<file path="config.mk">
export PLATFORM = sky130hd
export DESIGN_NAME = result_collector_flat
export DESIGN_NICKNAME = d
export VERILOG_FILES = /design/src/rtl/result_collector_pkg.sv /design/src/rtl/result_collector_if.sv /design/src/rtl/result_collector_tile_fifo.sv /design/src/rtl/result_collector.sv /design/src/flat_wrapper.sv
export SDC_FILE = /design/constraint.sdc
export NUM_CORES = 1
export LEC_CHECK = 0
export ABC_AREA = 1
export CORE_UTILIZATION = 25
export DETAILED_ROUTE_END_ITERATION = 8
export GPL_ROUTABILITY_DRIVEN = 0
export GPL_TIMING_DRIVEN = 0
export HOLD_SLACK_MARGIN = 0.02
export SKIP_LAST_GASP = 1
export SLEW_MARGIN = 40
export SYNTH_ARGS = -nofsm -noshare
export SYNTH_HDL_FRONTEND = slang
export SYNTH_SLANG_ARGS = --single-unit
export TNS_END_PERCENT = 50
</file>
<file path="constraint.sdc">
create_clock -name clk -period 8.7 [get_ports clk]
set_input_delay 0.87 -clock clk [delete_from_list [all_inputs] [get_ports clk]]
set_output_delay 0.87 -clock clk [all_outputs]
set_load 0.01 [all_outputs]
</file>
<file path="src/rtl/result_collector_pkg.sv">
// Shared types for the tile result collector: capture FSM states, tile record
// layout and default sizing constants.
package result_collector_pkg;

    localparam int unsigned TC_DATA_W = 32;
    localparam int unsigned TC_DEPTH  = 4;
    localparam int unsigned TC_CNT_W  = 32;

    typedef enum logic [1:0] {
        CAP_IDLE,
        CAP_GOT11,
        CAP_GOTEDGE
    } tile_cap_t;

    typedef struct packed {
        logic [TC_DATA_W-1:0] c11;
        logic [TC_DATA_W-1:0] c12;
        logic [TC_DATA_W-1:0] c21;
        logic [TC_DATA_W-1:0] c22;
        logic                 last;
    } tile_t;

    function automatic logic [1:0] push_count(input logic a, input logic b, input logic c);
        return {1'b0, a} + {1'b0, b} + {1'b0, c};
    endfunction

endpackage

</file>
<file path="src/rtl/result_collector_if.sv">
// Element stream from the collector to the memory/bus writer (valid/ready).
interface result_collector_if #(
    parameter int unsigned DATA_W = 32
);
    logic [DATA_W-1:0] out_data;
    logic              out_valid;
    logic              out_ready;
    logic              out_last;

    modport master (
        output out_data,
        output out_valid,
        output out_last,
        input  out_ready
    );

    modport slave (
        input  out_data,
        input  out_valid,
        input  out_last,
        output out_ready
    );
endinterface

</file>
<file path="src/rtl/result_collector_tile_fifo.sv">
// Synchronous FIFO of whole tiles; pointers carry a wrap bit so full/empty and
// level fall out of a pointer difference.
module tile_fifo #(
    parameter int unsigned WIDTH = 129,
    parameter int unsigned DEPTH = 4
) (
    input  logic                   clk,
    input  logic                   rst_n,
    input  logic                   clr,
    input  logic                   wr_en,
    input  logic [WIDTH-1:0]       wr_data,
    input  logic                   rd_en,
    output logic [WIDTH-1:0]       rd_data,
    output logic                   full,
    output logic                   empty,
    output logic [$clog2(DEPTH):0] level
);
    localparam int unsigned AW = $clog2(DEPTH);

    logic [AW:0]      wr_ptr_q, wr_ptr_d;
    logic [AW:0]      rd_ptr_q, rd_ptr_d;
    logic [WIDTH-1:0] mem_q [DEPTH];
    logic             wr_ok;
    logic             rd_ok;

    assign empty = (wr_ptr_q == rd_ptr_q);
    assign full  = (wr_ptr_q[AW] != rd_ptr_q[AW]) &&
                   (wr_ptr_q[AW-1:0] == rd_ptr_q[AW-1:0]);
    assign level = wr_ptr_q - rd_ptr_q;

    // A write into a full FIFO is fine when the head leaves in the same cycle.
    assign wr_ok   = wr_en && (!full || rd_en);
    assign rd_ok   = rd_en && !empty;
    assign rd_data = mem_q[rd_ptr_q[AW-1:0]];

    always_comb begin
        wr_ptr_d = wr_ptr_q;
        rd_ptr_d = rd_ptr_q;
        if (clr) begin
            wr_ptr_d = '0;
            rd_ptr_d = '0;
        end else begin
            if (wr_ok) wr_ptr_d = wr_ptr_q + 1'b1;
            if (rd_ok) rd_ptr_d = rd_ptr_q + 1'b1;
        end
    end

    always_ff @(posedge clk or negedge rst_n) begin
        if (!rst_n) begin
            wr_ptr_q <= '0;
            rd_ptr_q <= '0;
        end else begin
            wr_ptr_q <= wr_ptr_d;
            rd_ptr_q <= rd_ptr_d;
        end
    end

    always_ff @(posedge clk) begin
        if (wr_ok && !clr) mem_q[wr_ptr_q[AW-1:0]] <= wr_data;
    end

endmodule

</file>
<file path="src/rtl/result_collector.sv">
// Collects 2x2 PE accumulator tiles from the push11/pushedge/push22 pulse train,
// queues them and streams them out one element per valid/ready handshake.
module result_collector
    import result_collector_pkg::*;
#(
    parameter int unsigned DATA_W = TC_DATA_W,
    parameter int unsigned DEPTH  = TC_DEPTH,
    parameter int unsigned CNT_W  = TC_CNT_W
) (
    input  logic                   clk,
    input  logic                   reset,
    input  logic                   start,
    input  logic [CNT_W-1:0]       tiles_total,
    input  logic                   push11,
    input  logic                   pushedge,
    input  logic                   push22,
    input  logic [DATA_W-1:0]      c11,
    input  logic [DATA_W-1:0]      c12,
    input  logic [DATA_W-1:0]      c21,
    input  logic [DATA_W-1:0]      c22,
    result_collector_if.master     out,
    output logic [$clog2(DEPTH):0] level,
    output logic                   overflow,
    output logic                   seq_err,
    output logic                   all_done
);
    typedef struct packed {
        logic [DATA_W-1:0] c11;
        logic [DATA_W-1:0] c12;
        logic [DATA_W-1:0] c21;
        logic [DATA_W-1:0] c22;
        logic              last;
    } entry_t;

    localparam int unsigned ENTRY_W = $bits(entry_t);

    tile_cap_t         state_q, state_d;
    logic [DATA_W-1:0] c11_q, c11_d;
    logic [DATA_W-1:0] c12_q, c12_d;
    logic [DATA_W-1:0] c21_q, c21_d;
    logic [CNT_W-1:0]  cnt_q, cnt_d;
    logic [CNT_W-1:0]  total_q, total_d;
    logic [1:0]        idx_q, idx_d;
    logic              overflow_q, overflow_d;
    logic              seq_err_q, seq_err_d;
    logic              all_done_q, all_done_d;

    logic              commit;
    logic              seq_hit;
    logic [CNT_W-1:0]  cnt_inc;
    logic              last_tag;
    entry_t            wr_entry;
    entry_t            head;
    logic [ENTRY_W-1:0] rd_raw;
    logic              fifo_full;
    logic              fifo_empty;
    logic              wr_en;
    logic              hs;
    logic              pop;
    logic [DATA_W-1:0] elem;

    // Capture FSM: assembles one tile from the three push pulses.
    always_comb begin
        state_d = state_q;
        c11_d   = c11_q;
        c12_d   = c12_q;
        c21_d   = c21_q;
        commit  = 1'b0;
        seq_hit = 1'b0;
        if (start) begin
            state_d = CAP_IDLE;
        end else if (push_count(push11, pushedge, push22) > 2'd1) begin
            seq_hit = 1'b1;
            state_d = CAP_IDLE;
        end else if (push11) begin
            seq_hit = (state_q != CAP_IDLE);
            state_d = CAP_GOT11;
            c11_d   = c11;
        end else if (pushedge) begin
            if (state_q == CAP_GOT11) begin
                state_d = CAP_GOTEDGE;
                c12_d   = c12;
                c21_d   = c21;
            end else begin
                seq_hit = 1'b1;
                state_d = CAP_IDLE;
            end
        end else if (push22) begin
            state_d = CAP_IDLE;
            if (state_q == CAP_GOTEDGE) commit  = 1'b1;
            else                        seq_hit = 1'b1;
        end
    end

    assign cnt_inc  = cnt_q + CNT_W'(1);
    assign last_tag = (total_q != '0) && (cnt_inc == total_q);

    always_comb begin
        wr_entry      = '0;
        wr_entry.c11  = c11_q;
        wr_entry.c12  = c12_q;
        wr_entry.c21  = c21_q;
        wr_entry.c22  = c22;
        wr_entry.last = last_tag;
    end

    // Serializer: walks the head tile element by element.
    assign head = entry_t'(rd_raw);

    always_comb begin
        elem = '0;
        case (idx_q)
            2'd0:    elem = head.c11;
            2'd1:    elem = head.c12;
            2'd2:    elem = head.c21;
            default: elem = head.c22;
        endcase
    end

    assign out.out_valid = !fifo_empty;
    assign out.out_data  = fifo_empty ? '0 : elem;
    assign out.out_last  = !fifo_empty && (idx_q == 2'd3) && head.last;

    // Handshakes in a start cycle are discarded along with the flushed queue.
    assign hs    = out.out_valid && out.out_ready && !start;
    assign pop   = hs && (idx_q == 2'd3);
    assign wr_en = commit && (!fifo_full || pop);

    always_comb begin
        cnt_d      = cnt_q;
        total_d    = total_q;
        idx_d      = idx_q;
        overflow_d = overflow_q;
        seq_err_d  = seq_err_q;
        all_done_d = all_done_q;
        if (start) begin
            cnt_d      = '0;
            total_d    = tiles_total;
            idx_d      = '0;
            overflow_d = 1'b0;
            seq_err_d  = 1'b0;
            all_done_d = 1'b0;
        end else begin
            if (wr_en) cnt_d = cnt_inc;
            if (hs)    idx_d = idx_q + 2'd1;
            if (commit && fifo_full && !pop) overflow_d = 1'b1;
            if (seq_hit) seq_err_d = 1'b1;
            if (hs && out.out_last) all_done_d = 1'b1;
        end
    end

    always_ff @(posedge clk or negedge reset) begin
        if (!reset) begin
            state_q    <= CAP_IDLE;
            c11_q      <= '0;
            c12_q      <= '0;
            c21_q      <= '0;
            cnt_q      <= '0;
            total_q    <= '0;
            idx_q      <= '0;
            overflow_q <= 1'b0;
            seq_err_q  <= 1'b0;
            all_done_q <= 1'b0;
        end else begin
            state_q    <= state_d;
            c11_q      <= c11_d;
            c12_q      <= c12_d;
            c21_q      <= c21_d;
            cnt_q      <= cnt_d;
            total_q    <= total_d;
            idx_q      <= idx_d;
            overflow_q <= overflow_d;
            seq_err_q  <= seq_err_d;
            all_done_q <= all_done_d;
        end
    end

    tile_fifo #(
        .WIDTH (ENTRY_W),
        .DEPTH (DEPTH)
    ) u_fifo (
        .clk     (clk),
        .rst_n   (reset),
        .clr     (start),
        .wr_en   (wr_en),
        .wr_data (wr_entry),
        .rd_en   (pop),
        .rd_data (rd_raw),
        .full    (fifo_full),
        .empty   (fifo_empty),
        .level   (level)
    );

    assign overflow = overflow_q;
    assign seq_err  = seq_err_q;
    assign all_done = all_done_q;

endmodule
</file>
<file path="src/flat_wrapper.sv">
// flat-port wrapper written by rule: the top's interface ports become plain ports
module result_collector_flat import result_collector_pkg::*;
#(
    parameter int unsigned DATA_W = TC_DATA_W,
    parameter int unsigned DEPTH  = TC_DEPTH,
    parameter int unsigned CNT_W  = TC_CNT_W
)
  (clk, reset, start, tiles_total, push11, pushedge, push22, c11, c12, c21, c22, level, overflow, seq_err, all_done, out_out_data, out_out_valid, out_out_last, out_out_ready);
  result_collector_if #(.DATA_W(DATA_W)) out_i ();
  input  logic clk;
  input  logic reset;
  input  logic start;
  input  logic [CNT_W-1:0] tiles_total;
  input  logic push11;
  input  logic pushedge;
  input  logic push22;
  input  logic [DATA_W-1:0] c11;
  input  logic [DATA_W-1:0] c12;
  input  logic [DATA_W-1:0] c21;
  input  logic [DATA_W-1:0] c22;
  output logic [$clog2(DEPTH):0] level;
  output logic overflow;
  output logic seq_err;
  output logic all_done;
  output wire logic [$bits(out_i.out_data)-1:0] out_out_data;
  output wire logic [$bits(out_i.out_valid)-1:0] out_out_valid;
  output wire logic [$bits(out_i.out_last)-1:0] out_out_last;
  input wire logic [$bits(out_i.out_ready)-1:0] out_out_ready;
  assign out_out_data = out_i.out_data;
  assign out_out_valid = out_i.out_valid;
  assign out_out_last = out_i.out_last;
  assign out_i.out_ready = out_out_ready;
  result_collector #(.DATA_W(DATA_W), .DEPTH(DEPTH), .CNT_W(CNT_W)) u_core (.clk(clk), .reset(reset), .start(start), .tiles_total(tiles_total), .push11(push11), .pushedge(pushedge), .push22(push22), .c11(c11), .c12(c12), .c21(c21), .c22(c22), .out(out_i), .level(level), .overflow(overflow), .seq_err(seq_err), .all_done(all_done));
endmodule
</file>
-- Word-level counts from Yosys, hierarchy flattened
Memories as Yosys holds them, arrays and structs flattened.
Index checks and enable logic that the tools add are counted.
- $add $sub $neg: 7
- order comparisons: 1
- equality and inequality tests: 9
- multiplexer cells: 37
- bitwise gates (word level): 3
- reductions and logical operators: 32
- operator list (kind ; count):
    32-bit 2-to-1 mux ; 3
    32-bit case mux with 3 select lines ; 1
    32-bit by 1-bit adder with 32-bit output, second input constant ; 1
    32-bit == test ; 1
    32-bit nonzero test ; 1
    1-bit 2-to-1 mux ; 21
    2-bit 2-to-1 mux ; 8
    2-bit nonzero test ; 8
    1-bit logical AND ; 14
    3-bit 2-to-1 mux ; 4
    3-bit by 1-bit adder with 3-bit output, second input constant ; 2
    2-bit == test, second input constant ; 3
    5-bit AND reduction ; 1
    5-bit nonzero test ; 1
    2-bit by 1-bit == test with 1-bit output, second input constant ; 2
    1-bit logical NOT ; 4
    3-bit == test ; 1
    1-bit inverter ; 3
    3-bit AND reduction ; 1
    3-bit subtractor ; 1
    1-bit by 1-bit adder with 2-bit output ; 1
    2-bit by 1-bit adder with 2-bit output ; 1
    2-bit by 1-bit adder with 2-bit output, second input constant ; 1
    2-bit == test ; 1
    other kinds (4) ; 4
- register bits after elaboration: 173
- RAM bits: 516
- input bits: 167
- output and inout bits: 40
- word-level logic and storage cells: 102
- memories: 1
- memories (name ; words ; bits a word ; read ports ; clocked after Yosys merged registers in ; wr ports ; RTL line ; text):
    u_core.u_fifo.mem_q ; 4 ; 129 ; 1 ; 0 ; 1 ; result_collector_tile_fifo.sv:22 ; logic [WIDTH-1:0] mem_q [DEPTH];

-- Logic depth before layout (Yosys ltp)
- depth in word-level cells: 12
- mapped depth: 14

-- By module
A second synthesis with hierarchy kept.
- cells, all modules: 2390
- area, all modules: 28474.8 µm²
- modules (own cells, without submodules) (module ; times used ; cells each ; area each (µm²) ; seq. area each (µm²)):
    tile_fifo ; 1 ; 1313 ; 19631.3 ; 15645.0
    result_collector ; 1 ; 1077 ; 8843.5 ; 4179.0

-- Worst setup path after synthesis
Ideal clock, no wire load.
- path type: in2reg
- start: input port push11
- end: memory u_core.u_fifo.mem_q[0][0] (enable)
- arrival time: 7514 ps
- data required time: 8082 ps
- setup slack: 567 ps
- cell stages on the path: 7
- buffers on the path: 1
- cell sequence: ha_1 a21oi_1 nand2_1 nor4_1 nand2_4 buf_2 nor2_1
- cells in the longest elaborated chain, start to end: 10
- RTL lines (item ; RTL line ; text):
    from (decl) ; flat_wrapper.sv:14 ; input logic push11;
    1-bit by 1-bit adder with 2-bit output ; result_collector_pkg.sv:24 ; return {1'b0, a} + {1'b0, b} + {1'b0, c};
    2-bit by 1-bit adder with 2-bit output ; result_collector_pkg.sv:24 ;
    2-bit by 1-bit greater-than comparator with 1-bit output ; result_collector.sv:72 ; end else if (push_count(push11, pushedge, push22) > 2'd1) begin
    1-bit 2-to-1 mux * ; result_collector.sv:72 ;
    1-bit 2-to-1 mux * ; result_collector.sv:70 ; if (start) begin
    1-bit logical AND * ; result_collector.sv:127 ; assign wr_en = commit && (!fifo_full || pop);
    1-bit logical AND * ; result_collector_tile_fifo.sv:32 ; assign wr_ok = wr_en && (!full || rd_en);
    1-bit logical AND * ; result_collector_tile_fifo.sv:59 ; if (wr_ok && !clr) mem_q[wr_ptr_q[AW-1:0]] <= wr_data;
    1-bit 2-to-1 mux * ; result_collector_tile_fifo.sv:59 ;
    1-bit 2-to-1 mux (implied by the code) * ; result_collector_tile_fifo.sv:59 ;
    to (decl) ; result_collector_tile_fifo.sv:22 ;
Mark *: on every way between the ends. The rest lies on a longest branch, timed or not.

-- Final worst setup path
- start: register u_core.u_fifo.rd_ptr_q[1]
- end: output port out_out_data[19]
- cells in the longest elaborated chain, start to end: 3
- RTL lines (item ; RTL line ; text):
    from (decl) ; result_collector_tile_fifo.sv:21 ; logic [AW:0] rd_ptr_q, rd_ptr_d;
    from (signal assigned) ; result_collector_tile_fifo.sv:54 ; rd_ptr_q <= rd_ptr_d;
    memory read 4 x 129 bit ; n/a ;
    32-bit case mux with 3 select lines ; result_collector.sv:112 ; case (idx_q)
    32-bit 2-to-1 mux * ; result_collector.sv:121 ; assign out.out_data = fifo_empty ? '0 : elem;
    to (decl) ; flat_wrapper.sv:25 ; output wire logic [$bits(out_i.out_data)-1:0] out_out_data;
Marked as above.

==> summary.md <==
| Metric | Value |
|---|---|
| Number of synthesized flops with an enable pin | 516 |
| CP endpoint kind | primary output |
| Number of DRC markers in iteration 0 | 2,259 |
| Design Area, Final | 35,600 sq um |
| Worst-path clk slew | 0.06 ns |
| Initial Util | 25.3% |
| CP max-delay cell | nor3_1 |
| Die X | 340 um |
| Lkg Pwr | 13.1 nW |
| CTS Buf Count | 72 |
| Setup CP Type | reg2out |
| Synth async-reset ratio | 25.1% |
| Commonest non-fill, non-tap cell in the layout | edfxtp_1 |
| Setup Fix Bufs, Post-CTS | 0 |
| Syn_nets | 2,675 |
| Clk_skew | 0.0211 ns |
| Clock sinks | 689 |
| Slew @ Worst Pin | 0.886 ns |
| Die area | 116,000 sq um |
| Arr. time, crit path | 4.89 ns |
| Avg Inst Size Synth | 11.4 sq um |
| Post-DR vias/cell | 4.68 |
| Ys Warns | 0 |
| Max Fanout on Critical Path | 10 |
| Largest net degree at the start of global routing | 49 |
| Sum of negative setup slack | 0 ns |
| Final worst-path cycle share | 66.2% |
| Global route total overflow | 0 |
| Final Util | 31.6% |
| Port bufs | 206 |
| MaxCap Viol Count | 0 |
| Pwr Density | 200 nW/um^2 |
| Global-route wire length before repair | 130 mm |
| Sequential share of the synthesized area | 69.5% |
| Mapped Area | 28,500 sq um |
| VDD IR-drop max | 0.134 mV |
| Top_reg_cell synth | edfxtp_1 |
| CTS resizes | 0 |
| Std cell rows | 123 |
| CTS Hold Bufs | 0 |
| Final Hold Fails | 0 |
| Critical R2R Launch | u_core.u_fifo.rd_ptr_q[1] |
| Placed inst area | 33,300 sq um |
| DRC violations left | 0 |
| Worst min path class | in2async |
| Skew-Pair Late Insertion Delay | 0.63 ns |
| Placed Instances | 4,238 |
| Syn Inst Count | 2,493 |
| H-tree Lvls | 3 |
| Worst setup SP type | flop |
| Cell Count, Final, Fillers Out | 4,373 |
| 1st-pass router iterations | 6 |
| Delay of the slowest cell on the worst path | 0.74 ns |
| RSZ-0062 raised after global routing | no |
| Fin. max-slew vios | 0 |
| Post-Route WL | 89.4 mm |
| Most frequent cells in the layout | 516 x edfxtp_1, 507 x nand2_1, 333 x nor2_1, 234 x o21ai_0, 205 x clkdlybuf4s50_1 |
| I/O pin count | 207 |
| Number of global-route vias before repair | 19.4k |
| Endpoints failing setup | 0 |
| Seq cells post-synth | 689 |
| Achievable Freq | 174 MHz |
| Yosys cell types | 38 |
| Layout cell share with drive strength beyond 1 | 10.2% |
| Worst EP required | 7.83 ns |
| DR WL/cell | 20.4 um |
| Slew HR | 40.9% |
| CTS tree | yes |
| Layout Nets | 2,994 |
| CP startpoint | u_core.u_fifo.rd_ptr_q[1] |
| Cell mode on critical path | clkbuf_1 |
| Critical-path cell list | inv_1 -> clkbuf_1 -> clkbuf_1 -> ha_1 -> nand2_1 -> nor2_2 -> clkbuf_1 -> nor3_1 -> clkdlybuf4s50_1 |
| CTS root buf | clkbuf_16 |
| Minimum clock period after layout | 5.76 ns |
| Core area | 113,000 sq um |
| Clock Path Buffers | 3 |
| Initial antenna violation count | 16 |
| Final ANT Viol Nets | 0 |
| DPL Wire Length | 65.9 mm |
| Die height | 340 um |
| Outcome | finished, final reports clean |
| Via count | 20.5k |
| GRT Total Usage | 15.3% |
| Layout area overhead | 24.8% |
| Power Total | 7.14 mW |
[area by class of cell]
cell class | count | area [sq um]
tap | 1500 | 1880
sequential | 689 | 19800
inverter | 108 | 405
fill | 11300 | 77200
timing repair buffer | 245 | 2880
buffer | 130 | 547
multi-input combinational | 1566 | 7800
clock buffer | 112 | 2060
antenna | 2 | 5.00
clock inverter | 21 | 215
[layer usage]
layer / share of wire [%] / vias to the layer above / GRT usage, % / routed length [um]
met5: 0.12 / - / 0 / 107
met4: 2.1 / 16 / 3.72 / 1850
met3: 9.6 / 112 / 3.95 / 8550
met2: 45 / 875 / 23.7 / 40600
met1: 43 / 10100 / 21.2 / 38300
li1: - / 9400 / - / -
[power breakdown]
group | leakage, nW | internal (mW) | total (mW) | switching (mW)
registers | 6.95 | 3.72 | 3.87 | 0.148
logic | 5.07 | 0.144 | 0.271 | 0.127
clock network | 1.10 | 1.70 | 3.00 | 1.29
total | 13.1 | 5.57 | 7.14 | 1.57
[cell usage after synthesis, types with 5 or more instances]
| library cell | n | area [sq um] |
|---|---|---|
| a211oi_1 | 31 | 233 |
| o221a_2 | 31 | 349 |
| nor2_2 | 6 | 37.5 |
| o22ai_1 | 57 | 357 |
| nor2_4 | 5 | 56.3 |
| o21ai_1 | 13 | 65.1 |
| nor3_1 | 33 | 165 |
| clkbuf_1 | 86 | 323 |
| nand2_1 | 507 | 1900 |
| buf_2 | 28 | 140 |
| edfxtp_1 | 516 | 15500 |
| nand4_1 | 5 | 31.3 |
| o21ai_0 | 234 | 1170 |
| ha_1 | 14 | 175 |
| nand3_1 | 171 | 856 |
| a21oi_1 | 39 | 195 |
| mux2_2 | 64 | 721 |
| inv_1 | 105 | 394 |
| nor2_1 | 336 | 1260 |
| dfrtp_1 | 173 | 4330 |
| buf_1 | 12 | 45.0 |
[final timing paths]
kind | endpoint | slack, ns | cells after the start
setup / recovery | out_out_data[19] | 2.94 | 9
min in group clk | u_core.u_fifo.mem_q[0][58] | 0.51 | 0
hold / removal | u_core.c12_q[27] | 0.15 | 1
setup reg to reg | u_core.u_fifo.mem_q[0][43] | 3.91 | 16
hold reg to reg | u_core.u_fifo.mem_q[0][58] | 0.51 | 0
max in group asynchronous | u_core.c11_q[21] | 7.67 | 3
[worst max-delay path: cells and delay by family, from the launching register on]
kind                     cells  cell delay [ns]
buffers and inverters        5             2.39
AND/OR/NAND/NOR              3             0.98
flip-flops                   1             0.55
adder cells (fa/ha/maj)      1             0.33
[stage by stage]
stage	hold WS, ns	setup slack (ns)
floorplan	0.471	0.567
global placement	0.477	-5.20
detailed placement	0.497	3.55
CTS	0.141	2.87
global route	0.162	2.77
finish	0.148	2.94
[sequential cells by signal (all words and copies together), names as in the netlist]
register,count
u_core.u_fifo.mem_q,516
u_core.c11_q,32
u_core.c12_q,32
u_core.c21_q,32
u_core.cnt_q,32
u_core.total_q,32
u_core.u_fifo.rd_ptr_q,3
u_core.u_fifo.wr_ptr_q,3
u_core.idx_q,2
u_core.state_q,2
u_core.all_done,1
u_core.overflow,1
u_core.seq_err,1
[kinds of logic after synthesis]
logic type,Yosys count,synth area share (%)
fa+ha+maj,15,0.684
compound gates,410,8.45
mux,64,2.53
simple gates,1071,15.4
xor+xnor,6,0.210
flops,689,69.5
buf+inv,238,3.32
(Power assumes the default switching activity.)
